File: config.mk
export PLATFORM = sky130hd
export DESIGN_NAME = flit_demux_ctrl
export DESIGN_NICKNAME = d
export VERILOG_FILES = /design/src/rtl/flit_demux_ctrl.sv
export SDC_FILE = /design/constraint.sdc
export NUM_CORES = 1
export LEC_CHECK = 0
export BUFFER_PORTS_ARGS = -buffer_cell sky130_fd_sc_hd__buf_2
export CORE_UTILIZATION = 25
export DETAILED_ROUTE_END_ITERATION = 6
export GPL_TIMING_DRIVEN = 0
export HOLD_SLACK_MARGIN = 0.05
export PLACE_DENSITY = 0.58
export SYNTH_ARGS = -nofsm -noshare
export SYNTH_HDL_FRONTEND = slang
export SYNTH_SLANG_ARGS = --single-unit
File: constraint.sdc
create_clock -name clk -period 3.33 [get_ports clk]
set_input_delay 0.8325 -clock clk [delete_from_list [all_inputs] [get_ports clk]]
set_output_delay 0.8325 -clock clk [all_outputs]
set_load 0.1 [all_outputs]
File: src/rtl/flit_demux_ctrl.sv
// Packet-aware 1-to-4 flit demultiplexer with a one-entry output register.
// Optional saturating discard counter on port dropCount, enabled by macro FLIT_DEMUX_DROP_CNT_EN.
module flit_demux_ctrl #(
   parameter int flitWidth = 32
) (
   input  logic                 clk,
   input  logic                 reset,
   input  logic [flitWidth-1:0] inputFlit,
   input  logic                 inValid,
   output logic                 inReady,
   output logic [flitWidth-1:0] outputFlit1,
   output logic [flitWidth-1:0] outputFlit2,
   output logic [flitWidth-1:0] outputFlit3,
   output logic [flitWidth-1:0] outputFlit4,
   output logic [3:0]           outValid,
   input  logic [3:0]           outReady,
   output logic [1:0]           select,
`ifdef FLIT_DEMUX_DROP_CNT_EN
   output logic [15:0]          dropCount,
`endif
   output logic                 busy
);

   typedef enum logic [0:0] {
      IDLE  = 1'b0,
      ROUTE = 1'b1
   } state_t;

   localparam logic [1:0] TYPE_HEAD = 2'b01;
   localparam logic [1:0] TYPE_BODY = 2'b10;
   localparam logic [1:0] TYPE_TAIL = 2'b11;

   state_t               state_q, state_d;
   logic                 full_q, full_d;
   logic [flitWidth-1:0] flit_q, flit_d;
   logic [1:0]           select_q, select_d;

   logic [1:0]           flit_type_s;
   logic                 accept_s;
   logic                 drain_s;
   logic                 load_s;
   logic                 discard_s;

   assign flit_type_s = inputFlit[flitWidth-1:flitWidth-2];
   assign drain_s     = full_q & outReady[select_q];
   assign inReady     = ~full_q | outReady[select_q];
   assign accept_s    = inValid & inReady;

   // FSM: decides load/discard for the accepted flit and the next packet state
   always_comb begin
      state_d   = state_q;
      select_d  = select_q;
      load_s    = 1'b0;
      discard_s = 1'b0;
      if (accept_s) begin
         case (state_q)
            IDLE: begin
               if (flit_type_s == TYPE_HEAD) begin
                  load_s   = 1'b1;
                  select_d = inputFlit[1:0];
                  state_d  = ROUTE;
               end else begin
                  discard_s = 1'b1;
               end
            end
            ROUTE: begin
               if (flit_type_s == TYPE_BODY) begin
                  load_s = 1'b1;
               end else if (flit_type_s == TYPE_TAIL) begin
                  load_s  = 1'b1;
                  state_d = IDLE;
               end else begin
                  discard_s = 1'b1;
               end
            end
            default: begin
               state_d = IDLE;
            end
         endcase
      end else begin
         load_s = 1'b0;
      end
   end

   // Output register: a load wins over a simultaneous drain, so back-to-back flits never bubble
   always_comb begin
      flit_d = flit_q;
      full_d = full_q;
      if (load_s) begin
         flit_d = inputFlit;
         full_d = 1'b1;
      end else if (drain_s) begin
         full_d = 1'b0;
      end else begin
         full_d = full_q;
      end
   end

   // State, select and output register flops
   always_ff @(posedge clk or posedge reset) begin
      if (reset) begin
         state_q  <= IDLE;
         full_q   <= 1'b0;
         flit_q   <= {flitWidth{1'b0}};
         select_q <= 2'b00;
      end else begin
         state_q  <= state_d;
         full_q   <= full_d;
         flit_q   <= flit_d;
         select_q <= select_d;
      end
   end

   // Steer the buffered flit to the latched port; all other ports stay zero
   always_comb begin
      outValid    = 4'b0000;
      outputFlit1 = {flitWidth{1'b0}};
      outputFlit2 = {flitWidth{1'b0}};
      outputFlit3 = {flitWidth{1'b0}};
      outputFlit4 = {flitWidth{1'b0}};
      if (full_q) begin
         case (select_q)
            2'd0: begin
               outValid    = 4'b0001;
               outputFlit1 = flit_q;
            end
            2'd1: begin
               outValid    = 4'b0010;
               outputFlit2 = flit_q;
            end
            2'd2: begin
               outValid    = 4'b0100;
               outputFlit3 = flit_q;
            end
            2'd3: begin
               outValid    = 4'b1000;
               outputFlit4 = flit_q;
            end
            default: begin
               outValid = 4'b0000;
            end
         endcase
      end else begin
         outValid = 4'b0000;
      end
   end

   assign select = select_q;
   assign busy   = (state_q == ROUTE);

`ifdef FLIT_DEMUX_DROP_CNT_EN
   logic [15:0] drop_cnt_q, drop_cnt_d;

   // Discard counter saturates rather than wrapping
   always_comb begin
      drop_cnt_d = drop_cnt_q;
      if (discard_s && (drop_cnt_q != 16'hFFFF)) begin
         drop_cnt_d = drop_cnt_q + 16'd1;
      end else begin
         drop_cnt_d = drop_cnt_q;
      end
   end

   // Discard counter flop
   always_ff @(posedge clk or posedge reset) begin
      if (reset) begin
         drop_cnt_q <= 16'h0000;
      end else begin
         drop_cnt_q <= drop_cnt_d;
      end
   end

   assign dropCount = drop_cnt_q;
`else
   logic unused_discard_s;
   assign unused_discard_s = discard_s;
`endif

endmodule

==> results of run 1 <==
placed cells by master, fill, tap and decap left out:
master    count
buf_2       174
and2_1       99
dfrtp_1      34
mux2_4       30
and2_2       26
clkbuf_2      7
clkbuf_1      7
clkbuf_8      6
mux2_2        5
buf_6         4
nand2_1       3
o21ai_0       3
inv_1         3
nor2_1        3
nor3_1        3
dfrtp_2       2
nand2b_1      1
o22ai_4       1
nor3b_1       1
nor2_4        1
nor4_1        1
nand3_1       1
o31ai_1       1
nor2_2        1
nor3_2        1
inv_2         1
sequential cells by signal (all words and copies together), names as in the netlist, named ones only:
name,flops
flit_q,32
select,2
full_q,1
area by class of cell:
cell class / instances / area share
inverter: 4 / 0.00418
buffer: 16 / 0.0275
clock buffer: 8 / 0.0251
tap: 129 / 0.0449
sequential: 36 / 0.251
multi-input combinational: 181 / 0.405
timing repair buffer: 174 / 0.242
cells by family (layout without fill, tap and decap cells):
family,count (synthesis),after routing
AO/OA/AOI/OAI,5,5
buffers and inverters,20,202
flip-flops,36,36
multiplexers,35,35
AND/OR/NAND/NOR,141,141
worst max-delay path, cell delays in order (launching register included):
cell and delay (ns):
dfrtp_2 0.43, nand2b_1 0.27, nor2_2 0.28, clkbuf_1 0.38
and2_1 0.18, buf_2 0.42
per-layer routing:
layer | share of wire | wire length [µm] | vias to the layer above
met4 | 0.0068 | 51 | 0
met1 | 0.46 | 3470 | 1046
met2 | 0.48 | 3630 | 84
met3 | 0.049 | 371 | 5
li1 | - | - | 1109
met5 | 0 | 0 | -
per-stage QoR:
stage | utilization | setup TNS, ns | setup WS (ns) | instances
after floorplan | - | -1.67 | -0.507 | 237
after global placement | 0.375 | 0 | 0.259 | 540
after detailed placement | 0.375 | 0 | 0.267 | 540
after CTS | 0.385 | 0 | 0.0152 | 548
after global routing | 0.385 | 0 | 0.0312 | 548
final | 0.385 | 0 | 0.245 | 548
final timing paths:
| check | from | endpoint | depth (start not counted) |
|---|---|---|---|
| max | select[1]$_DFFE_PP0P_ | outputFlit1[5] | 5 |
| min | flit_q[26]$_DFFE_PP0P_ | flit_q[26]$_DFFE_PP0P_ | 1 |
| max reg2reg | select[0]$_DFFE_PP0P_ | select[1]$_DFFE_PP0P_ | 5 |
| min reg2reg | flit_q[26]$_DFFE_PP0P_ | flit_q[26]$_DFFE_PP0P_ | 1 |
| max in group asynchronous | reset | select[1]$_DFFE_PP0P_ | 2 |
| min in group asynchronous | reset | flit_q[14]$_DFFE_PP0P_ | 2 |
==> metrics, run 1 <==
main combinational cell family by area after synthesis simple AND/OR/NAND/NOR gates; post-synthesis mux area share 0.209; RD Place Congestion roughly 0.74; Tightest Pin Transition approximately 0.81 ns; DR vias 2,244; first-pass GRT wire length around 11,000 µm; Rows 35; Post-Syn Instances 237; worst endpoint required time approximately 2.5 ns; min cycle time layout just over 3 ns; flops & latches, synth 36; remaining global-route overflow 0; Post-Synth XOR/XNOR Area 0; dominant cell type by area after synthesis dfrtp_1; synth top area cells dfrtp_1 (37%), and2_1 (32%), mux2_4 (19%); footprint of the multi-input gates 1450 µm²; outcome completed; Yosys cell types 18; YS warnings 0; hold slack about 0.56 ns; Clock Skew 0.00496 ns; Die Ht 100 µm; core footprint roughly 9300 µm²; die width 100 µm; RSZ-0062 raised after global routing no; most common cell in the netlist and2_1; first-iteration detailed-routing DRC count 29; sequential share of the synthesized area 0.372; Synth Area in Compound Gates 0.0176; Die ar. between 10,000 and 15,000 µm²; final setup vio count 0; post-cts resize count 1; reg2reg setup slack between 1 and 1.5 ns; fin crit share 0.926; max-slew violations 0; Max Cap Viol 0; clk buf depth 2; syn nets 276; CP Max Fanout 10; Reg clk slew, reported paths around 0.070 ns; Cell Area, Placed approximately 3500 µm²; all-layer global routing usage 0.146; met1 usage 0.196; Avg WL per Cell ~14 µm; critical path launch point type flip-flop; vias in the first global route 2,154; Synth top cells by count and2_1 (125), dfrtp_1 (36), mux2_4 (30); final hold vios 0; HPWL after detailed placement ~5700 µm; setup bufs post-CTS 0; NumNets Final about 460; CTS tree yes; fin area around 3600 µm²; share of cells above drive strength 1 0.618; I/O pins between 150 and 200; Syn Area/Cell about 10 µm²; Routed WL roughly 7500 µm; port buffer count roughly 170; FF/Latch Area around 900 µm²; Post-synth ARST share 1.00; Worst Path Arrival around 2.3 ns; pin count of the biggest net entering global routing 37; Skew-Pair Late Insertion Delay around 0.28 ns; Post-Syn Area 2420 µm²; main flop type after synthesis dfrtp_1; simple-gate share of the synthesized area 0.357; Routed Antenna Nets 0; Initial Utilization 0.259; achievable frequency approximately 320 MHz; CTS root buf clkbuf_8; post-synth top area share 0.372; Num Clock Sinks 36; met3 Track Usage GR 0.0299; DR DRC count 0; DRT Pass-1 Iters 4; Post-synth EDFFs 0; GR Util met2 0.242; crit path kind reg -> out; antenna diode count 0; CTS Hold Buffers Added 0; hold crit path type reg -> reg; busiest grt layer met2; DR vias/cell about 4; total CTS buffers 5; CP Capture Type output pin; Filler Cell Count roughly 1,000; Slew headroom 0.457; H-tree depth 2; initial antenna violation count 0; Layout Area Growth over Synthesis 48.5%; adder and majority gate portion of the synthesized area 0
Power of run 1 is left out: the tool's default activity adds up to more than one toggle a clock period on the data nets, which glitch-free logic cannot reach.
==> inputs of run 2 (changes only) <==
--- a/config.mk
+++ b/config.mk
@@ -11,6 +11,7 @@
 export GPL_TIMING_DRIVEN = 0
 export HOLD_SLACK_MARGIN = 0.05
 export PLACE_DENSITY = 0.58
+export REMOVE_ABC_BUFFERS = 1
 export SYNTH_ARGS = -nofsm -noshare
 export SYNTH_HDL_FRONTEND = slang
 export SYNTH_SLANG_ARGS = --single-unit
==> run 2 against run 1 <==
Effect of this change:
- sequential share of layout area rose by 0.52 points
- clock skew rose by 0.0041 ns
- critical endpoint is now outputFlit1[21]
- wire length fell by 12%
==> metrics, run 2 (synthesis gave the netlist of run 1 again) <==
outcome completed (unchanged); total CTS buffers 5 (unchanged); RSZ-0062 raised after global routing no (unchanged); remaining global-route overflow 0 (unchanged); DR vias 2,155 (was 2,244); hold crit path type reg -> reg (unchanged); Initial Utilization 0.259 (unchanged); DRT Pass-1 Iters 4 (unchanged); Skew-Pair Late Insertion Delay 0.28 ns (about the same); clk buf depth 2 (unchanged); core footprint 9330 µm² (unchanged); Num Clock Sinks 36 (unchanged); CP top delay family simple AND/OR/NAND/NOR gates (was buffers and inverters); Worst Path Arrival 2.30 ns (was 2.25 ns); commonest non-fill, non-tap cells in the layout buf_2 (174), and2_1 (125), dfrtp_1 (36) (was buf_2 (174), and2_1 (99), dfrtp_1 (34)); Die Ht 100 µm (unchanged); first-iteration detailed-routing DRC count 39 (was 29); critical path launch point type flip-flop (unchanged); CP bufs+invs 2 (unchanged); Routed Antenna Nets 0 (unchanged); worst-path cell chain nand2b_1, nor2_2, buf_8, and2_1, buf_2 (was nand2b_1, nor2_2, clkbuf_1, and2_1, buf_2); CTS tree yes (unchanged); max-slew violations 0 (unchanged); final hold vios 0 (unchanged); HPWL after detailed placement 5050 µm (was 5720 µm); Max Cap Viol 0 (unchanged); final worst slack 0.195 ns (was 0.245 ns); Layout Area Growth over Synthesis 45.1% (was 48.5%); Largest stage delay, worst path 0.53 ns (was 0.43 ns); min-delay src flit_q[2]$_DFFE_PP0P_ (was flit_q[26]$_DFFE_PP0P_); vias in the first global route 1,932 (was 2,154); Largest Register flit_q (unchanged); pre-CTS setup slack 0.355 ns (was 0.267 ns); commonest non-fill, non-tap cell in the layout buf_2 (unchanged); Routed WL 6650 µm (was 7520 µm); port buffer count 174 (unchanged); Critical Path Start select[1]$_DFFE_PP0P_ (unchanged); CP Capture Type output pin (unchanged); crit path kind reg -> out (unchanged); Tightest Pin Transition 1.30 ns (was 0.814 ns); Die ar. 10,100 µm² (unchanged); I/O pins 175 (unchanged); Slew headroom 0.134 (was 0.457); H-tree depth 2 (unchanged); first-pass GRT wire length 10,300 µm (was 11,200 µm); antenna diode count 0 (unchanged); max reg flops 32 (unchanged); NumNets Final 445 (was 457); setup bufs post-CTS 0 (unchanged); die width 100 µm (unchanged); CTS root buf clkbuf_8 (unchanged); share of cells above drive strength 1 0.557 (was 0.618); Rows 35 (unchanged); Avg WL per Cell 12.5 µm (was 13.7 µm); fin cells 533 (was 548); DR DRC count 0 (unchanged); RD Place Congestion 0.677 (was 0.739); CP Max Fanout 19 (was 10); Reg clk slew, reported paths 0.07 ns (about the same); critical path's slowest cell nor2_2 (was dfrtp_2); pin count of the biggest net entering global routing 37 (unchanged); final setup vio count 0 (unchanged); fin crit share 0.941 (was 0.926); all-layer global routing usage 0.129 (was 0.146); Clock Skew 0.00905 ns (was 0.00496 ns); Critical R2R Launch select[0]$_DFFE_PP0P_ (unchanged); Placed Cells incl. Taps 528 (was 540); initial antenna violation count 0 (unchanged); DR vias/cell 4.04 (was 4.09); worst endpoint required time 2.50 ns (about the same); min cycle time layout 3.14 ns (was 3.09 ns); achievable frequency 319 MHz (was 324 MHz)
run 2: cell types whose count changed in the layout (fill, tap and decap cells not counted), sizes merged:
cell	delta
clkbuf	-15
run 2: worst reg2reg max path, delay by kind of cell (launching register included):
| family | cells | cell delay (ns) |
|---|---|---|
| simple gates | 1 | 1.01 |
| compound gates | 1 | 0.09 |
| flops | 1 | 0.50 |
| mux | 2 | 0.75 |
run 2: repair_timing:
item / 4_1_cts / 5_1_grt
resized for setup: 0 / 2
setup endpoints to repair: 0 / 16
hold buffers: 0 / 0
run 2: layout make-up:
cell class	instances	area, µm²
fill	964	5820
clock buffer	5	68.8
inverter	4	15.0
tap	129	161
timing repair buffer	178	931
multi-input combinational	181	1430
sequential	36	901
run 2: worst paths after layout:
path                                     endpoint  slack [ns]  cells past startpoint
max                               outputFlit1[21]        0.19                      5
min                         flit_q[2]$_DFFE_PP0P_        0.56                      1
max reg2reg                flit_q[15]$_DFFE_PP0P_        0.87                      4
min reg2reg                 flit_q[2]$_DFFE_PP0P_        0.56                      1
max in group asynchronous  flit_q[28]$_DFFE_PP0P_        2.13                      2
min in group asynchronous  flit_q[18]$_DFFE_PP0P_        0.69                      2
run 2: layer usage:
layer / wire length [µm] / vias to the layer above / GRT usage
met5: 0 / - / 0
met4: 34 / 0 / 0.0301
met3: 426 / 4 / 0.0306
met2: 3160 / 106 / 0.217
met1: 3030 / 957 / 0.168
li1: - / 1088 / -
run 2: stage by stage:
step | instance area, µm² | TNS, ns | hold slack (ns) | utilization
finish | 3510 | 0 | 0.561 | 0.376
global route | 3510 | 0 | 0.584 | 0.376
CTS | 3500 | 0 | 0.567 | 0.375
detailed placement | 3430 | 0 | 0.542 | 0.368
global placement | 3360 | -24.69 | 0.538 | 0.360
floorplan | 2330 | -200.14 | 0.515 | -
Power of run 2 is left out for the same reason.
